`config.mk`:
```
export PLATFORM = sky130hd
export DESIGN_NAME = fetch_unit
export DESIGN_NICKNAME = d
export VERILOG_FILES = /design/src/rtl/fetch_unit.sv
export SDC_FILE = /design/constraint.sdc
export NUM_CORES = 1
export LEC_CHECK = 0
export ABC_CLOCK_PERIOD_IN_PS = 7000
export BUFFER_PORTS_ARGS = -buffer_cell sky130_fd_sc_hd__buf_2
export CAP_MARGIN = 20
export CORE_UTILIZATION = 40
export DETAILED_ROUTE_END_ITERATION = 7
export GPL_TIMING_DRIVEN = 0
export PLACE_DENSITY = 0.68
export SYNTH_ARGS = -nofsm -noshare
export SYNTH_HDL_FRONTEND = slang
export SYNTH_SLANG_ARGS = --single-unit
```
`constraint.sdc`:
```
create_clock -name clk_i -period 7 [get_ports clk_i]
set_input_delay 0.35 -clock clk_i [delete_from_list [all_inputs] [get_ports clk_i]]
set_output_delay 0.35 -clock clk_i [all_outputs]
set_load 0.01 [all_outputs]
```
`src/rtl/fetch_unit.sv`:
```
// Instruction fetch front end: issues sequential imem reads and buffers
// {pc, ir} pairs in a small FIFO that feeds the IF-stage decoder.
module fetch_unit #(
  parameter logic [31:0] RESET_PC = 32'h0000_0000,
  parameter int          DEPTH    = 2
) (
  input  logic        clk_i,
  input  logic        rst_i,
  output logic        imem_req_o,
  output logic [31:0] imem_addr_o,
  input  logic [31:0] imem_rdata_i,
  input  logic        redirect_i,
  input  logic [31:0] redirect_pc_i,
  output logic        valid_o,
  input  logic        ready_i,
  output logic [31:0] ir_o,
  output logic [31:0] pc_o
);

  localparam int              CW          = $clog2(DEPTH + 1);
  localparam int              AW          = $clog2(DEPTH);
  localparam logic [CW:0]     L_DEPTH     = (CW + 1)'(DEPTH);
  localparam logic [AW-1:0]   L_LAST      = AW'(DEPTH - 1);
  localparam logic [31:0]     L_RESET_PC  = {RESET_PC[31:2], 2'b00};

  logic [31:0]   r_pc;
  logic [31:0]   r_req_pc;
  logic [CW-1:0] r_cnt;
  logic          r_inflight;
  logic [AW-1:0] r_head;
  logic [AW-1:0] r_tail;
  logic [31:0]   r_buf_pc [DEPTH];
  logic [31:0]   r_buf_ir [DEPTH];

  logic [CW:0]   w_occ;
  logic          w_deq;
  logic          w_push;
  logic          w_room;

  function automatic logic [AW-1:0] ptr_next(input logic [AW-1:0] p);
    if (p == L_LAST) return '0;
    return p + AW'(1);
  endfunction

  // Handshake: the head entry transfers on every rising edge where valid_o
  // and ready_i are both high; until then pc_o/ir_o hold their value, and only
  // a redirect or reset may withdraw valid_o.
  assign valid_o = (r_cnt != '0);
  assign w_deq   = valid_o && ready_i;
  assign pc_o    = r_buf_pc[r_head];
  assign ir_o    = r_buf_ir[r_head];

  // Count the in-flight read as occupied so its response always has a slot.
  assign w_occ       = {1'b0, r_cnt} + {{CW{1'b0}}, r_inflight};
  assign w_room      = (w_occ < L_DEPTH) || ((w_occ == L_DEPTH) && w_deq);
  assign imem_req_o  = !rst_i && !redirect_i && w_room;
  assign imem_addr_o = r_pc;
  assign w_push      = r_inflight && !redirect_i;

  always_ff @(posedge clk_i or posedge rst_i) begin
    if (rst_i) begin
      r_pc       <= L_RESET_PC;
      r_cnt      <= '0;
      r_inflight <= 1'b0;
      r_head     <= '0;
      r_tail     <= '0;
    end else if (redirect_i) begin
      r_pc       <= redirect_pc_i & 32'hFFFF_FFFC;
      r_cnt      <= '0;
      r_inflight <= 1'b0;
      r_head     <= '0;
      r_tail     <= '0;
    end else begin
      r_inflight <= imem_req_o;
      if (imem_req_o) r_pc <= r_pc + 32'd4;
      if (w_push)     r_tail <= ptr_next(r_tail);
      if (w_deq)      r_head <= ptr_next(r_head);
      case ({w_push, w_deq})
        2'b10:   r_cnt <= r_cnt + CW'(1);
        2'b01:   r_cnt <= r_cnt - CW'(1);
        default: ;
      endcase
    end
  end

  // Datapath storage carries no reset; valid_o gates every use of it.
  always_ff @(posedge clk_i) begin
    if (imem_req_o) r_req_pc <= r_pc;
    if (w_push) begin
      r_buf_pc[r_tail] <= r_req_pc;
      r_buf_ir[r_tail] <= imem_rdata_i;
    end
  end

  a_no_overflow: assert property (@(posedge clk_i) disable iff (rst_i)
    !(w_push && !w_deq && ({1'b0, r_cnt} == L_DEPTH)));

  a_addr_aligned: assert property (@(posedge clk_i) disable iff (rst_i)
    imem_addr_o[1:0] == 2'b00);

endmodule

```
### Yosys cells after proc, flatten, opt, wreduce, memory -nomap -nowiden

Memory sizes are Yosys's and may differ from the RTL's.
Index checks and enable logic that the tools add are counted.

* register bits: 69
* RAM bits: 128
* input port bits: 68
* output and inout bits: 98
* logic and storage cells: 52
* memories: 2

Memory list
* r_buf_ir: depth 2, bits a word 32, rd ports 1, clocked after Yosys merged registers in 0, write ports 1, RTL line 33 `logic [31:0] r_buf_ir [DEPTH];`
* r_buf_pc: depth 2, bits a word 32, rd ports 1, clocked after Yosys merged registers in 0, write ports 1, RTL line 32 `logic [31:0] r_buf_pc [DEPTH];`

* add/sub/neg operators: 6
* magnitude comparators: 1
* equality and inequality tests: 3
* mux-type cells: 21
* reduce and logical (&&, ||, !) cells: 13

Operators with widths (count)
* 2-to-1 mux 32 bit: 2
* adder 32 x 3 -> 32 bit (second input constant): 1
* 2-to-1 mux 1 bit: 17
* nonzero test 2 bit: 4
* logical AND 1 bit: 5
* one-hot mux 2 bit (2 select lines): 1
* adder 2 x 1 -> 3 bit: 1
* equality test 3 x 2 -> 1 bit (second input constant): 1
* less-than comparator 3 x 2 -> 1 bit (second input constant): 1
* nonzero test 3 bit: 1
* adder 1 bit (second input constant): 2
* adder 2 x 1 -> 2 bit (second input constant): 1
* equality test 2 x 1 -> 1 bit (second input constant): 1
* equality test 2 bit (second input constant): 1
* logical NOT 1 bit: 2
* 2-to-1 mux 2 bit: 1
* subtractor 2 x 1 -> 2 bit (second input constant): 1
* logical OR 1 bit: 1

### Logic depth before layout (Yosys ltp)

* depth in word-level cells: 7
* mapped depth: 9
* gate-level depth less buffers: 8

### Least setup slack after synthesis

No wires, ideal clock.

* kind: input-to-reg
* from: in redirect_i
* to: mem r_buf_ir[0][0] (enable)
* setup time: 0.571 ns
* data arrival time: 5.344 ns
* required time: 6.429 ns
* setup slack: 1.085 ns
* cell stages on the path: 3
* path buffers: 2
* cell sequence: clkbuf_1 -> clkbuf_1 -> nor3b_1

* cells in the longest elaborated chain, start to end: 4

RTL lines
* start: declaration: RTL line 12 `input logic redirect_i,`
* logical NOT 1 bit: RTL line 58 `assign w_push = r_inflight && !redirect_i;`
* logical AND 1 bit: RTL line 58
* 2-to-1 mux 1 bit: RTL line 89 `if (w_push) begin`
* 2-to-1 mux 1 bit (implied by the code): RTL line 91 `r_buf_ir[r_tail] <= imem_rdata_i;`
* end: declaration: RTL line 33

No other way between the ends.

### Worst setup path in the final report

* from: reg r_cnt[0]
* to: out imem_req_o

* cells in the longest elaborated chain, start to end: 5
* elaborated cells between the ends (all ways): 8
* those cells by class: add/sub: 1; order compare: 1; eq/ne: 1; reduce/logical: 5

RTL lines
* start: declaration: RTL line 28 `logic [CW-1:0] r_cnt;`
* start signal: assignment: RTL line 79 `2'b10: r_cnt <= r_cnt + CW'(1);`
* start signal: assignment: RTL line 80 `2'b01: r_cnt <= r_cnt - CW'(1);`
* branches (longest 3 deep; another with adder 2 x 1 -> 3 bit)
* logical OR 1 bit *: RTL line 55 `assign w_room = (w_occ < L_DEPTH) || ((w_occ == L_DEPTH) && w_deq);`
* logical AND 1 bit *: RTL line 56 `assign imem_req_o = !rst_i && !redirect_i && w_room;`
* end: declaration: RTL line 9 `output logic imem_req_o,`

Mark *: on every way between the ends.

==> metrics.log <==
INFO  metric cts.repair.resized = 0
INFO  metric detail-route-antenna-nets = 0
INFO  metric post_drt_via_cell_ratio = 5.04
INFO  metric crit_path_max_fanout = 31
INFO  metric synth_top_family_by_area = multiplexers
INFO  metric dr.first_iter.drc_count = 361
INFO  metric power_density = 270 nW/µm²
INFO  metric crit_arrival = 3.42 ns
INFO  metric p_leak = 3.46 nW
INFO  metric critPathRequiredTime = 6.65 ns
INFO  metric maximum_clock_path_buffer_count = 2
INFO  metric power.combinational.fraction = 8.0%
INFO  metric syn-instance-count = 454
INFO  metric internal_power = 1.92 mW
INFO  metric drt_drc_violations_left = 20
INFO  metric num_antenna_cells = 0
INFO  metric route.detailed.wl_per_inst = 17.9 µm
INFO  metric clock-root-buffer = sky130_fd_sc_hd__clkbuf_16
INFO  metric overflow = 0
INFO  metric first_global_vias = 4557
INFO  metric netlist-cell-type-count = 35
INFO  metric slew-limit-headroom = 35.1%
INFO  metric sequential_cell_area = 5500 µm²
INFO  metric worst_ir_drop_vdd = 165 µV
INFO  metric portion_of_the_post_synthesis_area_used_by_sequential_elements = 73.9%
INFO  metric p_clk_share = 39.1%
INFO  metric report.final.hold_viol_count = 0
INFO  metric core.rowCount = 49
INFO  metric htree_num_levels = 4
INFO  metric result_of_the_run = finished, violations left
INFO  metric seq_power_share = 52.8%
INFO  metric worstSetupPathType = reg2out
INFO  metric firstDrtPassIters = 7
INFO  metric synth_xor_area_share = 3.41%
INFO  metric post_synth.cell_area_avg = 16.4 µm²
INFO  metric num_vias = 4444
INFO  metric cts-buffers-inserted = 17
INFO  metric compound_gate_portion_of_the_synthesized_area = 2.82%
INFO  metric rr_worst_depth = 7
INFO  metric ys_dominant_reg_cell = sky130_fd_sc_hd__edfxtp_1
INFO  metric regToRegSetupSlack = 3.89 ns
INFO  metric fp.dieArea = 19200 µm²
INFO  metric clk_latency = 0.42 ns
INFO  metric finalNonFillerCells = 881
INFO  metric post_route_cells_drive_above_1_share = 42.0%
INFO  metric finalSetupViolCount = 0
INFO  metric synth_fa_ha_area_share = 0.672%
INFO  metric dp.cells = 849
INFO  metric floorplan.initialDensity = 41.2%
INFO  metric area_of_the_multi_input_gates = 1840 µm²
INFO  metric cts_tree = yes
INFO  metric gp_routability_congestion = 0.807
INFO  metric timing.rr.end = r_req_pc[31]$_DFFE_PP_
INFO  metric synth_edf_count = 154
INFO  metric antenna_violations_before_repair = 0
INFO  metric setup_slack = 3.23 ns
INFO  metric fillers = 1490
INFO  metric most-common-layout-cells = sky130_fd_sc_hd__buf_2, sky130_fd_sc_hd__edfxtp_1, sky130_fd_sc_hd__mux2_2
INFO  metric synthesis_to_layout_area_growth = 23.5%
INFO  metric numPortBuffers = 158
INFO  metric grt_first_pass_wirelength = 24900 µm
INFO  metric worstHoldPathType = in2async
INFO  metric groute.usage.overall = 17.1%
INFO  metric cts-hold-fix-buffers = 0
INFO  metric yosysWarningCount = 0
INFO  metric core-area = 18100 µm²
INFO  metric place.detailed.hpwl = 10900 µm
INFO  metric pin_count_of_the_biggest_net_entering_global_routing = 63
INFO  metric register_bit_count_reported_by_yosys = 189
INFO  metric finalHoldWorstSlack = 0.103 ns
INFO  metric post_synth_instance_area = 7440 µm²
INFO  metric violations = design-rule violations
INFO  metric layout.cells.most_common = sky130_fd_sc_hd__buf_2
INFO  metric worst-slew-pin-transition = 0.970 ns
INFO  metric post_cts.repair.setup_buffers = 0
INFO  metric number_of_placed_i_o_pins = 166
INFO  metric dp_worst_setup_slack = 3.70 ns
INFO  metric fin_nets = 711
INFO  metric maxCapViolations = 0
INFO  metric share_of_synthesized_area_spent_on_multiplexers = 9.95%
INFO  metric final-max-slew-violation-count = 0
INFO  metric die-height = 138 µm
INFO  metric total_switching_power = 0.561 mW
INFO  metric count_of_clock_tree_sinks = 189
INFO  metric synth-simple-area-share = 7.51%
INFO  metric synthArstFlopShare = 18.5%
INFO  metric final.setup_skew = 0.0101 ns
INFO  metric cp-start-kind = register
INFO  metric crit-reg2reg-launch = r_cnt[0]$_DFFE_PP0P_
INFO  metric path_clk_slew = 0.07 ns
INFO  metric fmax = 265 MHz
INFO  metric critical_path.endpoint_type = primary output
INFO  metric routed_wl = 15800 µm
INFO  metric die_w = 138 µm
INFO  metric finalCritPeriodShare = 53.8%
INFO  metric swShare = 22.7%
INFO  metric rsz0062_at_grt = false
INFO  metric post-route-min-period = 3.77 ns
==> power groups by stage <==
stage                     clock network [mW]  logic, mW  registers (mW)
after global routing                    1.04      0.218            1.31
after floorplan                            0      0.105            1.33
after CTS                              0.991      0.203            1.31
after global placement                     0      0.194            1.33
final                                  0.970      0.199            1.31
after detailed placement                   0      0.201            1.33
==> critical path, stage by stage (launching register included) <==
cell	delay, ns
sky130_fd_sc_hd__dfrtp_1	0.47
sky130_fd_sc_hd__ha_1	0.22
sky130_fd_sc_hd__inv_1	0.05
sky130_fd_sc_hd__ha_1	0.26
sky130_fd_sc_hd__or4b_4	0.47
sky130_fd_sc_hd__o2bb2ai_4	0.20
sky130_fd_sc_hd__buf_2	0.28
sky130_fd_sc_hd__and2_2	0.76
sky130_fd_sc_hd__buf_2	0.26
==> cell type report <==
class | count | share of cell area, %
Multi-Input combinational cell | 241 | 20.0
Clock inverter | 15 | 1.85
Clock buffer | 17 | 4.63
Buffer | 23 | 1.21
Tap cell | 229 | 3.12
Inverter | 4 | 0.163
Sequential cell | 189 | 59.8
Timing Repair Buffer | 163 | 9.17
==> cells by family after synthesis <==
kind of cell | count (synthesis)
adders and majority gates | 4
other | 1
and+or+nand+nor | 102
buffers and inverters | 27
AOI/OAI and AO/OA | 36
DFF | 189
muxes | 66
xor gates and xnor gates | 29
==> per-layer routing <==
metal	share of wire [%]	GRT usage, %	vias up
met1	42	21.6	2161
met5	0	0	-
li1	-	-	2085
met3	6.1	4.47	24
met2	50	27.9	174
met4	2.1	7.16	0
==> stage by stage <==
stage	TNS [ns]	utilization [%]	area (µm²)	power, mW
detailed placement	0	47.5	8600	1.53
global placement	-110.73	47.2	8530	1.53
finish	0	50.8	9190	2.48
global route	0	50.8	9190	2.57
floorplan	0	-	7460	1.43
CTS	0	50.8	9190	2.50
==> flip-flops by register name, summed over array words and instances (netlist names) <==
name         cells
r_buf_ir        64
r_buf_pc        60
imem_addr_o     30
r_req_pc        30
r_cnt            2
r_head           1
r_inflight       1
r_tail           1
==> how the worst max path moves through the flow <==
| stage | from | endpoint |
|---|---|---|
| global placement | redirect_i | r_buf_ir[0][14]$_DFFE_PP_ |
| CTS | r_cnt[0]$_DFFE_PP0P_ | imem_req_o |
| detailed placement | r_cnt[0]$_DFFE_PP0P_ | imem_req_o |
| finish | r_cnt[0]$_DFFE_PP0P_ | imem_req_o |
| floorplan | redirect_i | r_buf_ir[0][0]$_DFFE_PP_ |
| global route | r_cnt[0]$_DFFE_PP0P_ | imem_req_o |
==> synthesized netlist by cell type (4+ instances only) <==
cell / number / share of area [%]
sky130_fd_sc_hd__o21ai_0: 4 / 0.27
sky130_fd_sc_hd__nor2_1: 9 / 0.45
sky130_fd_sc_hd__ha_1: 4 / 0.67
sky130_fd_sc_hd__edfxtp_1: 154 / 62
sky130_fd_sc_hd__buf_4: 4 / 0.40
sky130_fd_sc_hd__nand3_1: 13 / 0.87
sky130_fd_sc_hd__mux2_2: 64 / 9.7
sky130_fd_sc_hd__clkbuf_1: 16 / 0.81
sky130_fd_sc_hd__and3_1: 9 / 0.76
sky130_fd_sc_hd__nand4_1: 20 / 1.7
sky130_fd_sc_hd__xnor2_1: 5 / 0.59
sky130_fd_sc_hd__o21ai_1: 26 / 1.7
sky130_fd_sc_hd__and2_1: 6 / 0.50
sky130_fd_sc_hd__nand2_1: 32 / 1.6
sky130_fd_sc_hd__xor2_1: 24 / 2.8
sky130_fd_sc_hd__dfrtp_1: 35 / 12
Power figures use the tool's default switching activity.
